<file path="src/rtl/control_pipe.sv">
// Single-stage decode register for a MIPS-style front end: decodes one instruction per
// accept and inserts bubbles for multiply latency and load-use hazards.
module control_pipe #(
   parameter int unsigned MUL_LATENCY = 3,
   parameter bit          HAZARD_EN   = 1'b1
) (
   input  logic        clk,
   input  logic        rst,
   input  logic        in_valid,
   output logic        in_ready,
   input  logic [31:0] in_instr,
   input  logic        flush,
   output logic        out_valid,
   input  logic        out_ready,
   output logic [24:0] out_ctrl,
   output logic        out_illegal,
   output logic        mul_busy
);

   localparam int unsigned OP_W   = 6;
   localparam int unsigned REG_W  = 5;
   localparam int unsigned CNT_W  = 4;
   localparam int unsigned FLAG_W = 10;

   localparam logic [OP_W-1:0] OP_JMP  = 6'd2;
   localparam logic [OP_W-1:0] OP_LW   = 6'd54;
   localparam logic [OP_W-1:0] OP_SW   = 6'd55;
   localparam logic [OP_W-1:0] OP_BNE  = 6'd56;
   localparam logic [OP_W-1:0] OP_ADDI = 6'd57;
   localparam logic [OP_W-1:0] OP_ORI  = 6'd58;

   localparam logic [OP_W-1:0] FN_ADD = 6'd32;
   localparam logic [OP_W-1:0] FN_SUB = 6'd34;
   localparam logic [OP_W-1:0] FN_AND = 6'd36;
   localparam logic [OP_W-1:0] FN_OR  = 6'd37;
   localparam logic [OP_W-1:0] FN_MUL = 6'd50;

   typedef struct packed {
      logic       wr_regfile;
      logic       sel_imm;
      logic [1:0] alu_sel;
      logic       mul_start;
      logic       sel_alu;
      logic       wr_mem;
      logic       wb_alu;
      logic       branch;
      logic       jmp;
   } flags_t;

   typedef struct packed {
      logic [REG_W-1:0] rs;
      logic [REG_W-1:0] rt;
      logic [REG_W-1:0] rd;
      flags_t           f;
   } ctrl_t;

   // Flag order: wr_regfile, sel_imm, alu_sel, mul_start, sel_alu, wr_mem, wb_alu, branch, jmp
   localparam flags_t FL_JMP  = flags_t'(FLAG_W'(10'b0_0_00_0_1_0_0_0_1));
   localparam flags_t FL_LW   = flags_t'(FLAG_W'(10'b1_1_00_0_1_0_0_0_0));
   localparam flags_t FL_SW   = flags_t'(FLAG_W'(10'b0_1_00_0_1_1_0_0_0));
   localparam flags_t FL_BNE  = flags_t'(FLAG_W'(10'b0_0_01_0_1_0_0_1_0));
   localparam flags_t FL_ADDI = flags_t'(FLAG_W'(10'b1_1_00_0_1_0_1_0_0));
   localparam flags_t FL_ORI  = flags_t'(FLAG_W'(10'b1_1_11_0_1_0_1_0_0));
   localparam flags_t FL_ADD  = flags_t'(FLAG_W'(10'b1_0_00_0_1_0_1_0_0));
   localparam flags_t FL_SUB  = flags_t'(FLAG_W'(10'b1_0_01_0_1_0_1_0_0));
   localparam flags_t FL_AND  = flags_t'(FLAG_W'(10'b1_0_10_0_1_0_1_0_0));
   localparam flags_t FL_OR   = flags_t'(FLAG_W'(10'b1_0_11_0_1_0_1_0_0));
   localparam flags_t FL_MUL  = flags_t'(FLAG_W'(10'b1_0_00_1_0_0_1_0_0));

   logic [OP_W-1:0]  in_op;
   logic [OP_W-1:0]  in_funct;
   logic [REG_W-1:0] in_rs;
   logic [REG_W-1:0] in_rt;
   logic [REG_W-1:0] in_rd;
   logic             unused_shamt;

   assign in_op        = in_instr[31:26];
   assign in_rs        = in_instr[25:21];
   assign in_rt        = in_instr[20:16];
   assign in_rd        = in_instr[15:11];
   assign in_funct     = in_instr[5:0];
   assign unused_shamt = ^in_instr[10:6];

   // Registered state
   logic             out_valid_q, out_valid_d;
   ctrl_t            ctrl_q, ctrl_d;
   logic             illegal_q, illegal_d;
   logic [CNT_W-1:0] mul_cnt_q, mul_cnt_d;
   logic             lu_vld_q, lu_vld_d;
   logic [REG_W-1:0] lu_rd_q, lu_rd_d;

   // Decode
   flags_t           dec_flags;
   logic [REG_W-1:0] dec_rd;
   logic             dec_illegal;
   ctrl_t            dec_ctrl;
   logic             dec_is_lw;

   always_comb begin
      dec_flags   = '0;
      dec_rd      = in_rd;
      dec_illegal = 1'b0;
      case (in_op)
         OP_JMP:  begin dec_flags = FL_JMP;  dec_rd = '0;    end
         OP_LW:   begin dec_flags = FL_LW;   dec_rd = in_rt; end
         OP_SW:   begin dec_flags = FL_SW;   dec_rd = '0;    end
         OP_BNE:  begin dec_flags = FL_BNE;  dec_rd = '0;    end
         OP_ADDI: begin dec_flags = FL_ADDI; dec_rd = in_rt; end
         OP_ORI:  begin dec_flags = FL_ORI;  dec_rd = in_rt; end
         default: begin
            case (in_funct)
               FN_ADD:  dec_flags = FL_ADD;
               FN_SUB:  dec_flags = FL_SUB;
               FN_AND:  dec_flags = FL_AND;
               FN_OR:   dec_flags = FL_OR;
               FN_MUL:  dec_flags = FL_MUL;
               default: dec_illegal = 1'b1;
            endcase
         end
      endcase
   end

   // An undecodable instruction still occupies the output slot, but with an all-zero control word
   always_comb begin
      dec_ctrl = '0;
      if (!dec_illegal) begin
         dec_ctrl.rs = in_rs;
         dec_ctrl.rt = in_rt;
         dec_ctrl.rd = dec_rd;
         dec_ctrl.f  = dec_flags;
      end
   end

   assign dec_is_lw = (in_op == OP_LW);

   // Handshake and hazard detection
   logic lu_stall;
   logic accept;

   assign lu_stall = HAZARD_EN && lu_vld_q && in_valid &&
                     ((in_rs == lu_rd_q) || (in_rt == lu_rd_q));
   assign in_ready = !rst && !flush && (mul_cnt_q == '0) && !lu_stall &&
                     (!out_valid_q || out_ready);
   assign accept   = in_valid && in_ready;
   assign mul_busy = (mul_cnt_q != '0);

   // Next state: flush > accept > drain; lu_vld lives for one cycle unless re-armed
   always_comb begin
      out_valid_d = out_valid_q;
      ctrl_d      = ctrl_q;
      illegal_d   = illegal_q;
      mul_cnt_d   = mul_cnt_q;
      lu_vld_d    = 1'b0;
      lu_rd_d     = lu_rd_q;

      if (mul_cnt_q != '0) begin
         mul_cnt_d = mul_cnt_q - CNT_W'(1);
      end

      if (flush) begin
         out_valid_d = 1'b0;
         illegal_d   = 1'b0;
      end else if (accept) begin
         out_valid_d = 1'b1;
         ctrl_d      = dec_ctrl;
         illegal_d   = dec_illegal;
         if (dec_illegal) begin
            lu_vld_d = lu_vld_q;
         end else begin
            if (dec_flags.mul_start) begin
               mul_cnt_d = CNT_W'(MUL_LATENCY);
            end
            if (dec_is_lw && (in_rt != '0)) begin
               lu_vld_d = 1'b1;
               lu_rd_d  = in_rt;
            end
         end
      end else if (out_valid_q && out_ready) begin
         out_valid_d = 1'b0;
      end
   end

   always_ff @(posedge clk) begin
      if (rst) begin
         out_valid_q <= 1'b0;
         ctrl_q      <= '0;
         illegal_q   <= 1'b0;
         mul_cnt_q   <= '0;
         lu_vld_q    <= 1'b0;
         lu_rd_q     <= '0;
      end else begin
         out_valid_q <= out_valid_d;
         ctrl_q      <= ctrl_d;
         illegal_q   <= illegal_d;
         mul_cnt_q   <= mul_cnt_d;
         lu_vld_q    <= lu_vld_d;
         lu_rd_q     <= lu_rd_d;
      end
   end

   assign out_valid   = out_valid_q;
   assign out_ctrl    = ctrl_q;
   assign out_illegal = illegal_q;

endmodule
</file>
<file path="config.mk">
export PLATFORM = sky130hd
export DESIGN_NAME = control_pipe
export DESIGN_NICKNAME = d
export VERILOG_FILES = /design/src/rtl/control_pipe.sv
export SDC_FILE = /design/constraint.sdc
export NUM_CORES = 1
export LEC_CHECK = 0
export ABC_AREA = 1
export CORE_MARGIN = 1.5
export CORE_UTILIZATION = 40
export CTS_CLUSTER_SIZE = 28
export DETAILED_ROUTE_END_ITERATION = 6
export PLACE_DENSITY = 0.82
export SETUP_SLACK_MARGIN = 0.5
export SYNTH_ARGS = -nofsm -noshare
export SYNTH_HDL_FRONTEND = slang
export SYNTH_SLANG_ARGS = --single-unit
export TNS_END_PERCENT = 50
</file>
<file path="constraint.sdc">
create_clock -name clk -period 1.5 [get_ports clk]
set_clock_uncertainty 0.05 [all_clocks]
set_input_delay 0.375 -clock clk [delete_from_list [all_inputs] [get_ports clk]]
set_output_delay 0.375 -clock clk [all_outputs]
set_load 0.01 [all_outputs]
</file>
Word-level counts from Yosys, hierarchy flattened
Index checks and enable logic that the tools add are counted.

operators by class
  mux-type cells = 14
  bitwise operators = 3
  reductions and logical operators = 27
  $add $sub $neg = 1
  equal/unequal tests = 13

operator list
  operator                                              count
  equality test 6 bit (second input constant)           10
  one-hot mux 10 bit (6 select lines)                   1
  one-hot mux 10 bit (5 select lines)                   1
  two-way mux 25 bit                                    1
  two-way mux 4 bit                                     5
  equality test 5 bit                                   2
  one-hot mux 5 bit (2 select lines)                    1
  logical AND 1 bit                                     9
  OR reduction 3 bit                                    3
  equality test 6 x 2 -> 1 bit (second input constant)  1
  OR reduction 6 bit                                    1
  two-way mux 1 bit                                     5
  nonzero test 5 bit                                    1
  OR reduction 5 bit                                    1
  zero test 1 bit                                       4
  zero test 4 bit                                       1
  AND reduction 4 bit                                   1
  nonzero test 4 bit                                    1
  subtractor 4 x 1 -> 4 bit (second input constant)     1
  NOT 1 bit                                             3
  logical OR 1 bit                                      2
  AND reduction 2 bit                                   1
  nonzero test 2 bit                                    1
  OR reduction 2 bit                                    1

storage, ports and cells
  logic and storage cells = 75
  output and inout port bits = 29
  input bits = 37
  register bits = 37

Logic depth before layout (Yosys ltp)
Gate-level depths: netlist (run 1).

  word-level depth = 9
  depth in mapped cells = 13
  depth with buffers taken out = 12

Worst setup path after synthesis (run 1)
No wires, ideal clock.

  path type = reg-to-reg
  start point = reg mul_cnt_q[0]
  end point = reg ctrl_q, in the netlist out_ctrl[10]
  data arrival time = 1.623 ns
  slack = -0.289 ns
  stages on the path, launching flop included = 11
  path buffers = 1
  cell sequence = dfxtp_1 inv_1 ha_1 nand2_1 nor3_4 inv_2 a21oi_4 nand2_4 buf_6 a21oi_2 nor2_1

on the way
  longest elaborated chain between the ends = 6

ends and longest elaborated chain
  item                             line  text
  start, declared                  88    logic [CNT_W-1:0] mul_cnt_q, mul_cnt_d;
  start signal, assigned           195   mul_cnt_q <= mul_cnt_d;
  zero test 4 bit                  142   assign in_ready = !rst && !flush && (mul_cnt_q == '0) && !lu_stall &&
  logical AND 1 bit (3 in series)  142
  via in_ready                     10    output logic in_ready,
  logical AND 1 bit                144   assign accept = in_valid && in_ready;
  AND reduction 2 bit (no line)    --
  end signal, assigned             193   ctrl_q <= ctrl_d;
  end, declared                    86    ctrl_t ctrl_q, ctrl_d;

The timed path passes the listed nets, and every way through them passes these cells.
A chain may end at the register's enable or synchronous reset.

Final worst setup path (run 1)
  start point = reg mul_cnt_q[0]
  end point = out in_ready

on the way
  longest elaborated chain between the ends = 4

ends and longest elaborated chain
  item                             line
  zero test 4 bit                  142
  logical AND 1 bit (3 in series)  142
  end, declared                    10

No other way between the ends.

==> reports/metrics.cfg, run 1 <==
[synthesis]
synth_area_per_cell_um2=6.46
synth_area_leaders=dfxtp_1 (37%), nand2_1 (17%), nor2_1 (9.7%), inv_1 (7.4%), a21oi_1 (4.2%)
ys_seq_elements=37
post_synth_inst_count=313
syn_nets=351
yosysWarnings=0
netlist-cell-type-count=28
yosys.area.top_type=dfxtp_1
netlist_area_um2=2020
yosysSeqAreaShare_pct=36.6
yosys.area.top_type_share_pct=36.6

[timing]
setup_ws_ps=-372
max_slew_margin_pct=70.5
min_period_ps=1870
rsz0062_at_grt=true
worstMarginPinSlew_ps=442
setup_viol=37
period_share_pct=125
fmax_ghz=0.534
slew_viol_final=0
hold_violations=0

[power_and_ir_drop]
p_switching_w=0.00123
p_leak_nw=1.66
power.internal_w=0.00247
power.share.combinational_pct=43.7
swShare_pct=33.3
total_power_w=0.00370
irDropWorstVdd_v=0.000674
clock_power_share_pct=25.4
powerDensity_nw_per_um2=1040
sequentialPowerShare_pct=30.9

[hold_path]
min_to=out_ctrl[18]$_SDFFE_PP0P_
min_path_type=register to register
hold_path.startpoint=out_ctrl[18]$_SDFFE_PP0P_
min_path_cells=2

[run_status]
status=finished, violations left
violations=setup timing

[critical_path]
path_class=register to output port
crit_fanout=2
crit_top_cell=inv_2
cp-end-kind=output port
rr_endpoint=lu_rd_q[2]$_SDFFE_PP0P_
crit_buf_inv=3
r2r_slack_ps=-340
worst_path_max_delay_cell=dfxtp_2
cp.required_ps=1070
crit-reg2reg-launch=mul_cnt_q[0]$_SDFF_PP0_
crit_path_max_incr_delay_ps=330
crit_chain=inv_2, ha_4, nand2_4, nor3_4, inv_2, a21oi_4, buf_2
ff2ff_path_depth=12
cp.arrival_ps=1450
crit_path_start_kind=register
crit_family=flip-flops

[cts]
clockRootBuffer=clkbuf_8
clock-sinks=37
clkSlewWorstSetupHoldPaths_ps=70
htree_levels=2
cts_tree=built
clockBufferDepth=2
numCtsBuffers=5
clock_latency_ps=300
holdBufCountCts=0

[route]
vias=2638
first_iter_violations=193
viasPerCell=5.22
drc=0
wl_per_cell_um=15.6
drt-total-wl_um=7860
postRouteAntennaNets=0
first_pass_iters=6

[layout]
final_common_cell=nand2_1
layout_common_cells=nand2_1 (71), buf_4 (52), nor2_1 (35)
fin_util_pct=74.6
area_growth_pct=76.5
fin_area_um2=3570
drive_above_1_share_pct=41.6
nNetsFinal=475
diodes=0

[floorplan]
rows=25
initial_core_util_pct=42.2
io_pins=66
coreArea_um2=4790
fp.dieH_um=74.1
die_area_um2=5490
die_w_um=74.1

[global_routing]
grt_max_degree=25
antenna_found_initial=0
grt.total_usage_pct=25.4
overflow=0
grt_pass1_vias=2498
grt_pass1_wl_um=10700

[run]
drv_cap=0

[placement]
placed_cell_area_um2=2990
port_buffers=60
detailed_place_hpwl_um=4210
gp_congestion=0.870

[metrics by stage]
stage               setup slack (ps)  cells  hold slack (ps)  setup TNS, ps
floorplan                       -142    313              397          -2760
global placement                -876    472              398         -23900
detailed placement              -913    472              405         -25750
CTS                             -345    495              416          -4940
global route                    -435    505              446         -13000
finish                          -372    505              419          -9950
[routing by layer]
layer  track usage, %  wire length (µm)
met1             29.7              3040
met2             45.7              3910
met3             4.74               631
met4             9.67               270
met5                0                 0
[repair_timing]
item                                    in CTS  in global routing
endpoints found under the setup margin      66                 66
gates resized for setup                    152                 57
pin swaps                                   18                  9
buffers inserted                            12                  7
gates cloned                                 3                  3
[state kept, by name, indices dropped and copies added (netlist names)]
name,flops
out_ctrl,25
out_illegal,1
lu_vld_q,1
out_valid,1
lu_rd_q,5
mul_cnt_q,4
[synthesized netlist by cell type]
master / number
a21oi_1: 17
xor2_1: 1
xnor2_1: 4
nor3_4: 1
a31oi_2: 1
o21ai_0: 16
nand3_1: 8
nand2_1: 93
ha_1: 1
dfxtp_1: 37
nor2_4: 2
a21oi_2: 2
nand4_1: 9
nand2_2: 1
inv_1: 40
a21oi_4: 1
buf_2: 3
nand2_4: 1
buf_6: 4
clkbuf_1: 2
nand3b_1: 1
o21a_1: 1
nand3_4: 1
inv_2: 5
nor3_1: 3
o21ai_1: 4
nor2_1: 52
nor2_2: 2
[worst min-delay path, cell delays in order (launching register included)]
cell,delay [ps]
dfxtp_1,310
nand2_1,60
a21oi_1,50
[worst max path at each step]
stage,slack [ps],end,from,cells after the start
after global routing,-430,in_ready,lu_rd_q[0]$_SDFFE_PP0P_,8
final,-370,in_ready,mul_cnt_q[0]$_SDFF_PP0_,7
after global placement,-880,in_ready,rst,7
after floorplan,-140,out_ctrl[10]$_SDFFE_PP0P_,mul_cnt_q[0]$_SDFF_PP0_,10
after CTS,-350,in_ready,mul_cnt_q[0]$_SDFF_PP0_,7
after detailed placement,-910,in_ready,rst,7
[power groups by stage]
stage	Clock (W)	Sequential [W]	Combinational [W]
5_1_grt	0.000973	0.00115	0.00173
2_1_floorplan	0	0.00119	0.000611
6_report	0.000940	0.00114	0.00162
3_3_place_gp	0	0.00116	0.00113
4_1_cts	0.000925	0.00114	0.00136
3_5_place_dp	0	0.00116	0.00116
[layout make-up]
type	instances	area (µm²)
repair inverters	1	6.26
repair buffers	122	1100
clock buffers	6	82.6
flip-flops and latches	37	754
multi-input cells	225	1330
fillers	297	1220
well taps	67	83.8
clock inverters	2	37.5
inverters	45	174
[logic make-up after synthesis]
group | after synthesis | share of synthesized area [%]
AOI/OAI and AO/OA | 42 | 11.8
DFF | 37 | 36.6
xor gates and xnor gates | 5 | 2.17
adders and majority gates | 1 | 0.619
buffers and inverters | 54 | 11.7
and+or+nand+nor | 174 | 37.1
No activity file was read; power rests on OpenSTA's default activity.
==> inputs of run 2 (changes only) <==
--- a/config.mk
+++ b/config.mk
@@ -11,7 +11,7 @@
 export CTS_CLUSTER_SIZE = 28
 export DETAILED_ROUTE_END_ITERATION = 6
 export PLACE_DENSITY = 0.82
-export SETUP_SLACK_MARGIN = 0.5
+export SETUP_SLACK_MARGIN = 0.02
 export SYNTH_ARGS = -nofsm -noshare
 export SYNTH_HDL_FRONTEND = slang
 export SYNTH_SLANG_ARGS = --single-unit
==> reports/metrics.cfg, run 2 (synthesis gave the netlist of run 1 again) <==
[timing]
slew_viol_final=0
period_share_pct=126
hold_slack_ps=416
setup_viol=37
worstMarginPinSlew_ps=435
max_slew_margin_pct=71.0
hold_violations=0
min_period_ps=1900
setup_ws_ps=-397
fmax_ghz=0.527
rsz0062_at_grt=true

[layout]
nNetsFinal=469
area_growth_pct=73.2
largest_reg_flops=25
diodes=0
drive_above_1_share_pct=34.7
final_common_cell=nand2_1
fin_area_um2=3500
layout_common_cells=nand2_1 (78), dlygate4sd2_1 (49), buf_4 (44)
final_cells=499
fin_util_pct=73.2

[power_and_ir_drop]
p_switching_w=0.00117
power.share.combinational_pct=43.7
swShare_pct=34.2
sequentialPowerShare_pct=33.4
power.internal_w=0.00225
irDropWorstVdd_v=0.000631
p_leak_nw=1.75
powerDensity_nw_per_um2=975
clock_power_share_pct=23.0

[placement]
placed_cell_area_um2=2960
port_buffers=60
pre_cts_ws_ps=-914
detailed_place_hpwl_um=4200
dp.cells=469
gp_congestion=0.883

[critical_path]
crit_top_cell=nand2_1
cp.required_ps=1670
worst_path_max_delay_cell=dlygate4sd2_1
crit_path_max_incr_delay_ps=240
cp-end-kind=register
cp.arrival_ps=2070
crit_path_start_kind=input pin
crit_family=buffers and inverters
path_class=input pin to register
crit_buf_inv=4
crit_chain=dlygate4sd2_1, inv_1, nand2_1, nand2_1, nor2_2, nand3_1, nand2_2, a21oi_4, buf_4, bufbuf_16, nand4_1, a21oi_2
crit_fanout=4

[floorplan]
die_w_um=74.1
coreArea_um2=4790
initial_core_util_pct=42.2
io_pins=66
die_area_um2=5490
fp.dieH_um=74.1
rows=25

[cts]
clockRootBuffer=clkbuf_8
cts_tree=built
numCtsBuffers=5
clkSlewWorstSetupHoldPaths_ps=70
clockBufferDepth=2
holdBufCountCts=0
htree_levels=2
clock_latency_ps=300
clock-sinks=37

[route]
postRouteAntennaNets=0
drt-total-wl_um=8060
drc=0
first_iter_violations=224
viasPerCell=5.41
vias=2700
first_pass_iters=5
wl_per_cell_um=16.1

[run_status]
status=finished, violations left
violations=setup timing

[global_routing]
overflow=0
grt_pass1_wl_um=11700
antenna_found_initial=0
grt.total_usage_pct=28.1
grt_pass1_vias=2594
grt_max_degree=25

[run]
drv_cap=0

[hold_path]
min_path_type=register to register

## run 2: cell types whose count changed in the layout (fill, tap and decap cells not counted), moves of 7 or more
cell / previous run / this run
dlygate4sd2_1: 22 / 49
nand2_1: 71 / 78
clkdlybuf4s15_2: 21 / 0
buf_4: 52 / 44
nand2_2: 19 / 11
nor2_1: 35 / 42
o21ai_2: 0 / 8
## run 2: tightest hold or removal path, stage by stage (launching register included)
cell and delay (ps):
dfxtp_1 310, nand2_1 60, a21oi_1 50
## run 2: metrics by stage
stage / power, W / setup TNS (ps)
2_1_floorplan: 0.00178 / -2970
3_3_place_gp: 0.00228 / -23430
3_5_place_dp: 0.00232 / -26090
4_1_cts: 0.00325 / -4000
5_1_grt: 0.00358 / -10570
6_report: 0.00341 / -7950
## run 2: metal layers
metal	up-vias	GRT usage, %	share of wire, %
met2	171	50.1	49
met4	0	14.0	7.0
met5	-	0	0
li1	1209	-	-
met1	1256	31.2	35
met3	64	6.23	8.4
## run 2: path summary, 6_finish.rpt
path,startpoint,to,slack (ps),depth (start not counted)
min,out_ctrl[9]$_SDFFE_PP0P_,out_ctrl[9]$_SDFFE_PP0P_,420,2
max reg2reg,lu_rd_q[1]$_SDFFE_PP0P_,out_ctrl[13]$_SDFFE_PP0P_,-390,11
min reg2reg,out_ctrl[9]$_SDFFE_PP0P_,out_ctrl[9]$_SDFFE_PP0P_,420,2
max,in_instr[21],out_ctrl[13]$_SDFFE_PP0P_,-400,12
## run 2: area by class of cell
cell class | instances | area, µm²
fillers | 332 | 1280
multi-input cells | 225 | 1330
clock inverters | 1 | 5.00
clock buffers | 7 | 96.3
repair inverters | 1 | 11.3
well taps | 67 | 83.8
flip-flops and latches | 37 | 752
inverters | 45 | 176
repair buffers | 116 | 1040
## run 2: power groups by stage
stage	logic (W)	clock network (W)	registers (W)
final	0.00149	0.000784	0.00114
after CTS	0.00133	0.000782	0.00114
after global placement	0.00112	0	0.00116
after detailed placement	0.00115	0	0.00116
after floorplan	0.000598	0	0.00119
after global routing	0.00159	0.000838	0.00115
## run 2: timing repair
| action | in CTS | in global routing |
|---|---|---|
| setup buffers | 15 | 2 |
| pin swaps | 23 | 13 |
| cloned | 5 | 0 |
| gates resized for setup | 112 | 49 |
| endpoints found under the setup margin | 66 | 37 |
==> inputs of run 3 (changes only) <==
--- a/config.mk
+++ b/config.mk
@@ -8,6 +8,7 @@
 export ABC_AREA = 1
 export CORE_MARGIN = 1.5
 export CORE_UTILIZATION = 40
+export CTS_BUF_LIST = sky130_fd_sc_hd__clkbuf_4
 export CTS_CLUSTER_SIZE = 28
 export DETAILED_ROUTE_END_ITERATION = 6
 export PLACE_DENSITY = 0.82
==> reports/metrics.cfg, run 3 (synthesis gave the netlist of run 1 again) <==
[route]
drt-total-wl_um=7540
wl_per_cell_um=15.3
vias=2576
viasPerCell=5.21
first_pass_iters=4
first_iter_violations=212
postRouteAntennaNets=0
drc=0

[layout]
area_growth_pct=66.9
fill_cells=376
nNetsFinal=464
largest_reg_flops=25
fin_util_pct=70.5
drive_above_1_share_pct=31.1
diodes=0
final_common_cell=nand2_1
layout_common_cells=nand2_1 (80), dlygate4sd2_1 (51), buf_4 (41)

[timing]
setup_ws_ps=-423
slew_viol_final=0
fmax_ghz=0.520
hold_violations=0
setup_viol=37
worstMarginPinSlew_ps=413
rsz0062_at_grt=true
max_slew_margin_pct=72.4
min_period_ps=1920
period_share_pct=128

[floorplan]
rows=25
die_area_um2=5490
coreArea_um2=4790
io_pins=66
fp.dieH_um=74.1
die_w_um=74.1
initial_core_util_pct=42.2

[power_and_ir_drop]
total_power_w=0.00307
powerDensity_nw_per_um2=909
p_leak_nw=1.68
irDropWorstVdd_v=0.000551

[hold_path]
min_path_type=input pin to register
hold_path.startpoint=out_ready

[global_routing]
grt.total_usage_pct=27.6
grt_pass1_wl_um=11600
overflow=0
grt_pass1_vias=2531
grt_max_degree=25
antenna_found_initial=0

[critical_path]
cp.arrival_ps=1500
crit_start=mul_cnt_q[0]$_SDFF_PP0_
crit_path_start_kind=register
worst_path_max_delay_cell=dfxtp_2
cp-end-kind=output port
crit-reg2reg-launch=mul_cnt_q[0]$_SDFF_PP0_
crit_path_max_incr_delay_ps=340
cp.required_ps=1070
path_class=register to output port
crit_chain=inv_2, ha_4, nand2_4, nor3_4, inv_2, a21oi_4, buf_2
crit_fanout=2
crit_top_cell=inv_2

[run_status]
violations=setup timing
status=finished, violations left

[cts]
numCtsBuffers=5
cts_tree=built
clkSlewWorstSetupHoldPaths_ps=120
clock_latency_ps=340
htree_levels=2
clockBufferDepth=2
clock-sinks=37
clockRootBuffer=clkbuf_4

[placement]
port_buffers=60
detailed_place_hpwl_um=4200
gp_congestion=0.883

[run]
drv_cap=0

==> run 3: cell types whose count changed in the layout (fill, tap and decap cells not counted), moves of 3 or more <==
cell,delta
o21ai_0,+9
o21ai_2,-8
clkbuf_8,-7
clkbuf_4,+5
nor2_1,-4
a21oi_1,+3
buf_4,-3
nor2_4,+3
==> run 3: worst paths after layout <==
path,end,slack [ps],depth (start not counted)
worst min-delay path,out_valid$_SDFFE_PP0P_,380,4
worst max-delay path,in_ready,-420,7
worst min register to register,out_ctrl[9]$_SDFFE_PP0P_,420,2
worst max register to register,lu_rd_q[3]$_SDFFE_PP0P_,-350,11
==> run 3: critical path, delay by kind of cell (launching register included) <==
kind                       cells  cell delay [ps]
AOI/OAI and AO/OA              1              130
adders and majority gates      1              140
buffers and inverters          3              300
DFF                            1              340
and+or+nand+nor                2              260
==> run 3: power breakdown <==
group          leakage, nW  switching, W  internal [W]  total, W
registers            0.304     0.0000510       0.00108   0.00113
clock network       0.0300      0.000344      0.000170  0.000514
logic                 1.35      0.000711      0.000711   0.00142
==> run 3: timing repair <==
item / in CTS / in global routing
setup buffers: 11 / 2
pin swaps: 18 / 8
resized for setup: 109 / 28
cloned: 5 / 0
endpoints found under the setup margin: 66 / 37
hold buffers: 0 / 0
==> run 3: metal layers <==
metal	vias up	share of wire (%)	GRT usage, %
li1	1206	-	-
met1	1216	38	32.5
met4	0	3.5	11.7
met3	32	7.1	4.47
met5	-	0	0
met2	122	52	49.4
==> run 3: metrics by stage <==
stage,instances,TNS (ps),hold slack (ps),area (µm²),worst slack [ps]
after CTS,493,-4130,391,3280,-376
final,494,-9130,379,3370,-423
after floorplan,313,-2970,387,2050,-142
after global routing,494,-12810,390,3370,-504
after global placement,469,-23430,400,2960,-875
after detailed placement,469,-26090,405,2960,-914
==> run 3: final cells by class <==
class | instances | area (µm²) | share of cell area, %
repair inverters | 1 | 6.26 | 0.185
clock inverters | 3 | 12.5 | 0.371
inverters | 45 | 176 | 5.23
flip-flops and latches | 37 | 757 | 22.4
clock buffers | 5 | 37.5 | 1.11
repair buffers | 111 | 1000 | 29.7
well taps | 67 | 83.8 | 2.48
multi-input cells | 225 | 1300 | 38.5
